## src/rtl/uart_cmd_rx.sv

```systemverilog
// UART 8N1 receiver feeding a 4-byte command-frame parser (header, data hi, data lo, checksum)
// with a ready/valid command output and single-cycle error pulses.
module uart_cmd_rx #(
    parameter int unsigned CLK_FREQUENCY = 400000000,
    parameter int unsigned BAUD_RATE     = 57600,
    parameter int unsigned NUM_INPUTS    = 12
) (
    input  logic        clk,
    input  logic        rst_n,
    input  logic        RX,
    output logic        cmd_valid,
    input  logic        cmd_ready,
    output logic [2:0]  cmd_op,
    output logic [3:0]  cmd_chan,
    output logic [13:0] cmd_data,
    output logic        err_frame,
    output logic        err_csum,
    output logic        err_chan,
    output logic        err_overrun
);
    localparam int unsigned DIV_RAW = CLK_FREQUENCY / (BAUD_RATE * 16);
    localparam int unsigned DIV     = (DIV_RAW < 1) ? 1 : DIV_RAW;
    localparam int unsigned DIV_W   = (DIV > 1) ? $clog2(DIV) : 1;

    typedef enum logic [1:0] {R_IDLE, R_START, R_DATA, R_STOP} rx_state_t;
    typedef enum logic [1:0] {P_HDR, P_DHI, P_DLO, P_CSUM} p_state_t;

    rx_state_t        rx_state, rx_next;
    p_state_t         p_state, p_next;
    logic             rx_s1, rx_s2, rx_prev, armed;
    logic [1:0]       warm;
    logic [DIV_W-1:0] div_cnt;
    logic [3:0]       tcnt;
    logic [2:0]       bit_idx;
    logic [7:0]       shreg;
    logic             byte_vld;
    logic [6:0]       hdr, dhi, dlo;
    logic             tick_c, fall_c, sample_c, byte_done_c, stop_bad_c;
    logic             hdr_c, data_c, last_c, csum_ok_c, chan_ok_c, good_c, load_c;

    // Synchronizer; armed only once a real (post-reset) high level has been seen on the line.
    always_ff @(posedge clk or negedge rst_n) begin
        if (!rst_n) begin
            rx_s1   <= 1'b1;
            rx_s2   <= 1'b1;
            rx_prev <= 1'b1;
            warm    <= '0;
            armed   <= 1'b0;
        end else begin
            rx_s1   <= RX;
            rx_s2   <= rx_s1;
            rx_prev <= rx_s2;
            warm    <= {warm[0], 1'b1};
            armed   <= armed | (warm[1] & rx_s2);
        end
    end

    assign fall_c = armed & rx_prev & ~rx_s2;
    assign tick_c = (div_cnt == DIV_W'(DIV - 1));

    always_ff @(posedge clk or negedge rst_n) begin
        if (!rst_n)      div_cnt <= '0;
        else if (tick_c) div_cnt <= '0;
        else             div_cnt <= div_cnt + DIV_W'(1);
    end

    always_ff @(posedge clk or negedge rst_n) begin
        if (!rst_n) rx_state <= R_IDLE;
        else        rx_state <= rx_next;
    end

    always_comb begin
        rx_next = rx_state;
        unique case (rx_state)
            R_IDLE:  if (fall_c)   rx_next = R_START;
            R_START: if (sample_c) rx_next = rx_s2 ? R_IDLE : R_DATA;
            R_DATA:  if (sample_c && bit_idx == 3'd7) rx_next = R_STOP;
            R_STOP:  if (sample_c) rx_next = R_IDLE;
            default: rx_next = R_IDLE;
        endcase
    end

    // Start bit is checked mid-bit (8 ticks); later bits every 16 ticks from there.
    always_comb begin
        sample_c    = 1'b0;
        byte_done_c = 1'b0;
        stop_bad_c  = 1'b0;
        unique case (rx_state)
            R_START:        sample_c = tick_c && (tcnt == 4'd7);
            R_DATA, R_STOP: sample_c = tick_c && (tcnt == 4'd15);
            default:        sample_c = 1'b0;
        endcase
        if (rx_state == R_STOP && sample_c) begin
            byte_done_c = rx_s2;
            stop_bad_c  = ~rx_s2;
        end
    end

    always_ff @(posedge clk or negedge rst_n) begin
        if (!rst_n) begin
            tcnt      <= '0;
            bit_idx   <= '0;
            shreg     <= '0;
            byte_vld  <= 1'b0;
            err_frame <= 1'b0;
        end else begin
            byte_vld  <= byte_done_c;
            err_frame <= stop_bad_c;
            if (rx_state == R_IDLE || sample_c) tcnt <= '0;
            else if (tick_c)                    tcnt <= tcnt + 4'd1;
            if (rx_state == R_START)                 bit_idx <= '0;
            else if (rx_state == R_DATA && sample_c) bit_idx <= bit_idx + 3'd1;
            if (rx_state == R_DATA && sample_c) shreg <= {rx_s2, shreg[7:1]};
        end
    end

    always_ff @(posedge clk or negedge rst_n) begin
        if (!rst_n) p_state <= P_HDR;
        else        p_state <= p_next;
    end

    // A header byte restarts the frame from any state; a framing error drops the frame.
    always_comb begin
        p_next = p_state;
        if (err_frame) begin
            p_next = P_HDR;
        end else if (hdr_c) begin
            p_next = P_DHI;
        end else if (data_c) begin
            unique case (p_state)
                P_HDR:   p_next = P_HDR;
                P_DHI:   p_next = P_DLO;
                P_DLO:   p_next = P_CSUM;
                default: p_next = P_HDR;
            endcase
        end
    end

    always_comb begin
        hdr_c     = byte_vld & shreg[7];
        data_c    = byte_vld & ~shreg[7];
        last_c    = data_c && (p_state == P_CSUM);
        csum_ok_c = (shreg[6:0] == (hdr ^ dhi ^ dlo));
        chan_ok_c = (32'(hdr[3:0]) < NUM_INPUTS);
        good_c    = last_c & csum_ok_c & chan_ok_c;
        load_c    = good_c & (~cmd_valid | cmd_ready);
    end

    always_ff @(posedge clk or negedge rst_n) begin
        if (!rst_n) begin
            hdr <= '0;
            dhi <= '0;
            dlo <= '0;
        end else begin
            if (hdr_c)                          hdr <= shreg[6:0];
            if (data_c && p_state == P_DHI)     dhi <= shreg[6:0];
            if (data_c && p_state == P_DLO)     dlo <= shreg[6:0];
        end
    end

    // A new frame may replace the pending command only in the cycle it is handed off.
    always_ff @(posedge clk or negedge rst_n) begin
        if (!rst_n) begin
            cmd_valid   <= 1'b0;
            cmd_op      <= '0;
            cmd_chan    <= '0;
            cmd_data    <= '0;
            err_csum    <= 1'b0;
            err_chan    <= 1'b0;
            err_overrun <= 1'b0;
        end else begin
            err_csum    <= last_c & ~csum_ok_c;
            err_chan    <= last_c & csum_ok_c & ~chan_ok_c;
            err_overrun <= good_c & cmd_valid & ~cmd_ready;
            if (load_c) begin
                cmd_valid <= 1'b1;
                cmd_op    <= hdr[6:4];
                cmd_chan  <= hdr[3:0];
                cmd_data  <= {dhi, dlo};
            end else if (cmd_ready) begin
                cmd_valid <= 1'b0;
            end
        end
    end
endmodule

```

## config.mk

```make
export PLATFORM = sky130hd
export DESIGN_NAME = uart_cmd_rx
export DESIGN_NICKNAME = d
export VERILOG_FILES = /design/src/rtl/uart_cmd_rx.sv
export SDC_FILE = /design/constraint.sdc
export NUM_CORES = 1
export LEC_CHECK = 0
export ABC_AREA = 1
export CORE_UTILIZATION = 45
export CTS_CLUSTER_DIAMETER = 80
export DETAILED_ROUTE_END_ITERATION = 12
export GPL_TIMING_DRIVEN = 0
export HOLD_SLACK_MARGIN = 0.15
export SETUP_SLACK_MARGIN = 0.4
export SLEW_MARGIN = 20
export SYNTH_ARGS = -nofsm -noshare
export SYNTH_HDL_FRONTEND = slang
export SYNTH_SLANG_ARGS = --single-unit
```

## constraint.sdc

```tcl
create_clock -name clk -period 1.9 [get_ports clk]
set_clock_uncertainty 0.1 [all_clocks]
set_input_delay 0.38 -clock clk [delete_from_list [all_inputs] [get_ports clk]]
set_output_delay 0.38 -clock clk [all_outputs]
set_load 0.02 [all_outputs]
```

Word level (Yosys, flattened, before mapping)
Index checks and enable logic that the tools add are counted.
- bits in registers: 82
- bits in latches: 0
- memory bits (writable): 0
- ROM bits: 0
- output and inout port bits: 26
- logic and storage cells: 100
- memories kept: 0
- add/subtract/negate cells: 3
- multiply operators: 0
- div/mod/pow operators: 0
- magnitude comparators: 1
- equal/unequal tests: 15
- shift operators: 0
- multiplexer cells: 20
- bitwise operators: 22
- reduce and logical (&&, ||, !) cells: 16
- operators with widths (cell ; number):
    $mux W2 ; 8
    $xor A7 B7 Y7 ; 2
    $and A1 B1 Y1 ; 12
    $add A9 B1 Y9 const B ; 1
    $eq A9 B9 Y1 const B ; 1
    $mux W9 ; 1
    $eq A2 B2 Y1 const B ; 4
    $logic_and A1 B1 Y1 ; 8
    $mux W4 ; 2
    $ne A2 B2 Y1 const B ; 4
    $pmux W2 S4 ; 1
    $eq A7 B7 Y1 ; 1
    $mux W3 ; 2
    $not A1 Y1 ; 6
    $reduce_bool A2 Y1 ; 3
    $add A4 B1 Y4 const B ; 1
    $eq A2 B1 Y1 const B ; 2
    $eq A4 B3 Y1 const B ; 1
    $eq A4 B4 Y1 const B ; 1
    $lt A4 B4 Y1 const B ; 1
    $mux W1 ; 4
    $pmux W2 S2 ; 1
    $reduce_and A4 Y1 ; 1
    $add A3 B1 Y3 const B ; 1
    7 further kinds ; 8

Longest topological paths before layout
- depth after elaboration: 7
- gate-level depth with buffers: 13
- depth with buffers taken out: 12

Worst setup path after synthesis
No wires, ideal clock.
- path kind: reg2reg
- start point: register div_cnt[1]
- end point: register shreg[5]
- arrival time: 1486 ps
- data required time: 1683 ps
- slack: 197 ps
- stages on the path, launching flop included: 11
- clock period less this slack: 1703 ps
- path through: dfrtp_1 > inv_1 > ha_1 > nand2_1 > nor3_1 > nand2_2 > nor2_2 > nand3_2 > buf_6 > o21ai_1 > inv_1
- longest elaborated chain between the ends: 4
- elaborated cells between the ends (all ways): 5
- classes of those cells: eq/ne (1); mux (1); reduce/logical (3)
- ends and longest elaborated chain (element ; line ; RTL):
    start: declaration ; 32 ; logic [DIV_W-1:0] div_cnt;
    start signal: assignment ; 64 ; else div_cnt <= div_cnt + DIV_W'(1);
    $eq A9 B9 Y1 * ; 59 ; assign tick_c = (div_cnt == DIV_W'(DIV - 1));
    $logic_and A1 B1 Y1, on equally long branches ; 90, 89 ;
    $pmux W1 S2 * ; 88 ; unique case (rx_state)
    $logic_and A1 B1 Y1 * ; 113 ; if (rx_state == R_DATA && sample_c) shreg <= {rx_s2, shreg[7:1]};
    end signal: assignment ; 113 ;
    end: declaration ; 35 ; logic [7:0] shreg;
Every way passes the cells marked *; elsewhere a longest branch is shown, timed or not.
A chain may end at the register's enable or synchronous reset.

Worst setup path in the final report
- start point: register shreg[5]
- end point: register cmd_data[12]
- longest elaborated chain between the ends: 4
- ends and longest elaborated chain (element ; line ; RTL):
    $eq A7 B7 Y1 ; 143 ; csum_ok_c = (shreg[6:0] == (hdr ^ dhi ^ dlo));
    $and A1 B1 Y1 (2 in series) ; 145 ; good_c = last_c & csum_ok_c & chan_ok_c;
    $and A1 B1 Y1 ; 146 ; load_c = good_c & (~cmd_valid | cmd_ready);
    end signal: assignment ; 179 ; cmd_data <= {dhi, dlo};
    end: declaration ; 15 ; output logic [13:0] cmd_data,
No other way between the ends.

==> results.cfg <==
[floorplanning]
core.rowCount = 33
die_x_um = 94.5
floorplan.die.height_um = 94.5
initial_utilization_pct = 46.7
fp.dieArea_mm2 = 0.00893
core_area_mm2 = 0.00826
top_ports = 30

[yosys]
yosysWarningCount = 0
synth.avg_cell_area_um2 = 8.52
ys.flop_type = sky130_fd_sc_hd__dfrtp_1
synth.net_count = 464
yosysSeqAreaShare_pct = 53.4
yosysTopAreaCell = sky130_fd_sc_hd__dfrtp_1
synth.top_cell.area_share_pct = 51.3
synth_area_leaders = sky130_fd_sc_hd__dfrtp_1 (51%), sky130_fd_sc_hd__nand2_1 (14%), sky130_fd_sc_hd__inv_1 (5.3%), sky130_fd_sc_hd__nand4_1 (3.6%), sky130_fd_sc_hd__o21ai_0 (3.4%)
synth_cells = 452
postSynthRegisterBits = 82
syn-cell-area_mm2 = 0.00385
number_of_distinct_library_cells_after_synthesis = 32
synth_edf_count = 0
synth_async_sr_flop_share_pct = 100

[global_route]
grt_pass1_wl_um = 13800
grt_start_max_net_pins = 51
globalRouteOverflowTotal = 0
via_count_of_the_first_global_routing_pass = 3034
grt_antenna_before_repair = 0
gr-usage-all-layers_pct = 20.3

[setup_path]
worstPathMaxFanout = 5
worstPathRequired_ns = 2.06
worstPathArrival_ns = 1.95
path_class = flip-flop to flip-flop
reg2reg_slack_ns = 0.10
start_kind = flip-flop
timing.critical_path.to_type = flip-flop

[cts]
clock-root-buffer = sky130_fd_sc_hd__clkbuf_8
cts-htree-levels = 3
clk-insertion-delay-late_ns = 0.36
numCtsBuffers = 9
clkTransAtPathRegs_ns = 0.09
cts.path.max_buffers = 2
clock_tree_from_tritoncts = yes
clock_sinks = 82

[routing]
drt-pass1-iter-count = 4
postRouteWirelength_um = 8430
post_drt_wl_per_cell_um = 13.1
viasPerCell = 4.83
detail_route.drc_violations = 0
drt-initial-drc-count = 79
via_count = 3106
antenna_violating_nets_post_route = 0

[sta]
finalCritPeriodShare_pct = 94.7
achievable_clock_frequency_ghz = 0.556
timing.final.crit_period_ns = 1.80
timing.final.ws_setup_ns = 0.102
rsz_0062_raised_after_global_routing = true
final_count_of_negative_setup_slack_endpoints = 0
finalHoldViolCount = 0
drv_slew = 0
finalSetupTns_ns = 0

[placement]
numPortBuffers = 29
dp_hpwl_um = 5500
dp_cells = 587
place_worst_setup_slack_ns = 0.0286
place_congestion = 0.795

[layout]
nets = 545
final_standard_cell_utilization_of_the_core_pct = 61.7
multiInputGateArea_mm2 = 0.00176
non_filler_cells_final = 643
layout.area.seq_mm2 = 0.00206
number_of_diodes = 0
share_of_final_layout_standard_cells_stronger_than_drive_strength_1_pct = 35.1
layout-area-overhead-vs-synth_pct = 32.3
fillers = 730

[run_status]
status = finished clean

[job]
maximum_capacitance_violations = 0

[pwr]
leakage_nw = 2.64
irDropWorstVdd_mv = 0.595
power_density_mw_per_mm2 = 636
total_power_mw = 3.24

[hold_path]
holdCritPathClass = flip-flop to flip-flop
## stage by stage
stage	hold slack [ns]	area, um^2
after global routing	0.269	5100
after detailed placement	0.247	4310
after floorplan	-0.0156	3870
after CTS	0.261	4890
final	0.259	5100
after global placement	0.240	4290
## critical path, cell delays in order, from the launching register on
cell and delay [ns]:
sky130_fd_sc_hd__dfrtp_1 0.42, sky130_fd_sc_hd__inv_2 0.07, sky130_fd_sc_hd__nand2_1 0.04, sky130_fd_sc_hd__nand2_1 0.09, sky130_fd_sc_hd__inv_1 0.04, sky130_fd_sc_hd__nand2_1 0.05
sky130_fd_sc_hd__nand2_1 0.09, sky130_fd_sc_hd__nor2_4 0.12, sky130_fd_sc_hd__nand2_4 0.09, sky130_fd_sc_hd__nor2_4 0.12, sky130_fd_sc_hd__nand4_4 0.16, sky130_fd_sc_hd__buf_6 0.20
sky130_fd_sc_hd__nand2_1 0.06, sky130_fd_sc_hd__nand2_1 0.05
## power by group
group	internal (mW)	total [mW]	leakage, nW	switching (mW)
logic	0.0134	0.0516	1.42	0.0382
clock network	0.778	1.43	0.112	0.656
registers	1.75	1.75	1.10	0.00279
total	2.54	3.24	2.64	0.697
## cell usage after synthesis, drive strengths merged, types with 2 or more instances
master,instances
nand2,151
dfrtp,79
inv,61
nor2,41
o21ai,34
nand4,23
buf,9
nand3,9
ha,8
nor3,7
xor2,7
a21oi,4
xnor2,4
clkbuf,3
dfstp,3
a211oi,2
nor4,2
o22ai,2
## placed cells by master, fill, tap and decap left out, drive strengths merged, types with 7 or more instances in the layout
cell           Yosys  final
buf                9     67
clkbuf             3     14
clkdlybuf4s15      0      8
dfrtp             79     79
ha                 8      8
inv               61     61
nand2            151    151
nand3              9      9
nand4             23     23
nor2              41     41
nor3               7      7
o21ai             34     34
xor2               7      7
## flip-flops by register name (all words and copies together), names as in the netlist, 2 cells and up, named ones only
signal / flops
warm: 2
cmd_data: 14
dhi: 7
shreg: 8
cmd_op: 3
tcnt: 4
bit_idx: 3
div_cnt: 9
hdr: 7
cmd_chan: 4
p_state: 2
dlo: 7
## logic make-up after synthesis
family / Yosys count / share of synthesized area, %
DFF: 82 / 53.4
buffers and inverters: 73 / 8.22
AOI/OAI and AO/OA: 43 / 5.85
adders and majority gates: 8 / 2.60
xor gates and xnor gates: 11 / 2.50
and+or+nand+nor: 234 / 27.4
other: 1 / 0.0973
## what timing repair did
item                                   in CTS  in global routing
setup endpoints to repair                  83                 79
hold buffers                                1                  0
setup buffers                              21                 13
endpoints found under the hold margin      32                  0
cloned                                      3                  2
resized for setup                         120                 81
pin swaps                                  31                 30
## path summary, 6_finish.rpt
kind	start	endpoint	cells past startpoint
max reg2reg	shreg[5]$_DFFE_PN0P_	cmd_data[12]$_DFFE_PN0P_	13
min	rx_s1$_DFF_PN1_	rx_s2$_DFF_PN1_	0
max	shreg[5]$_DFFE_PN0P_	cmd_data[12]$_DFFE_PN0P_	13
min reg2reg	rx_s1$_DFF_PN1_	rx_s2$_DFF_PN1_	0
min in group asynchronous	rst_n	cmd_op[0]$_DFFE_PN0P_	2
max in group asynchronous	rst_n	rx_s1$_DFF_PN1_	3
## final cells by class
cell class,count,area share (%)
Buffer,12,1.89
Tap cell,105,2.58
Clock buffer,10,2.70
Inverter,61,4.54
Sequential cell,82,40.4
Multi-Input combinational cell,297,34.6
Timing Repair Buffer,70,11.5
Clock inverter,6,1.77
## layer usage
layer | global-route usage, % | share of wire [%] | up-vias
li1 | - | - | 1592
met1 | 24.9 | 45 | 1464
met2 | 35.7 | 51 | 39
met3 | 2.90 | 2.6 | 11
met4 | 8.33 | 1.7 | 0
met5 | 0 | 0 | -
No activity file was read; power rests on OpenSTA's default activity.
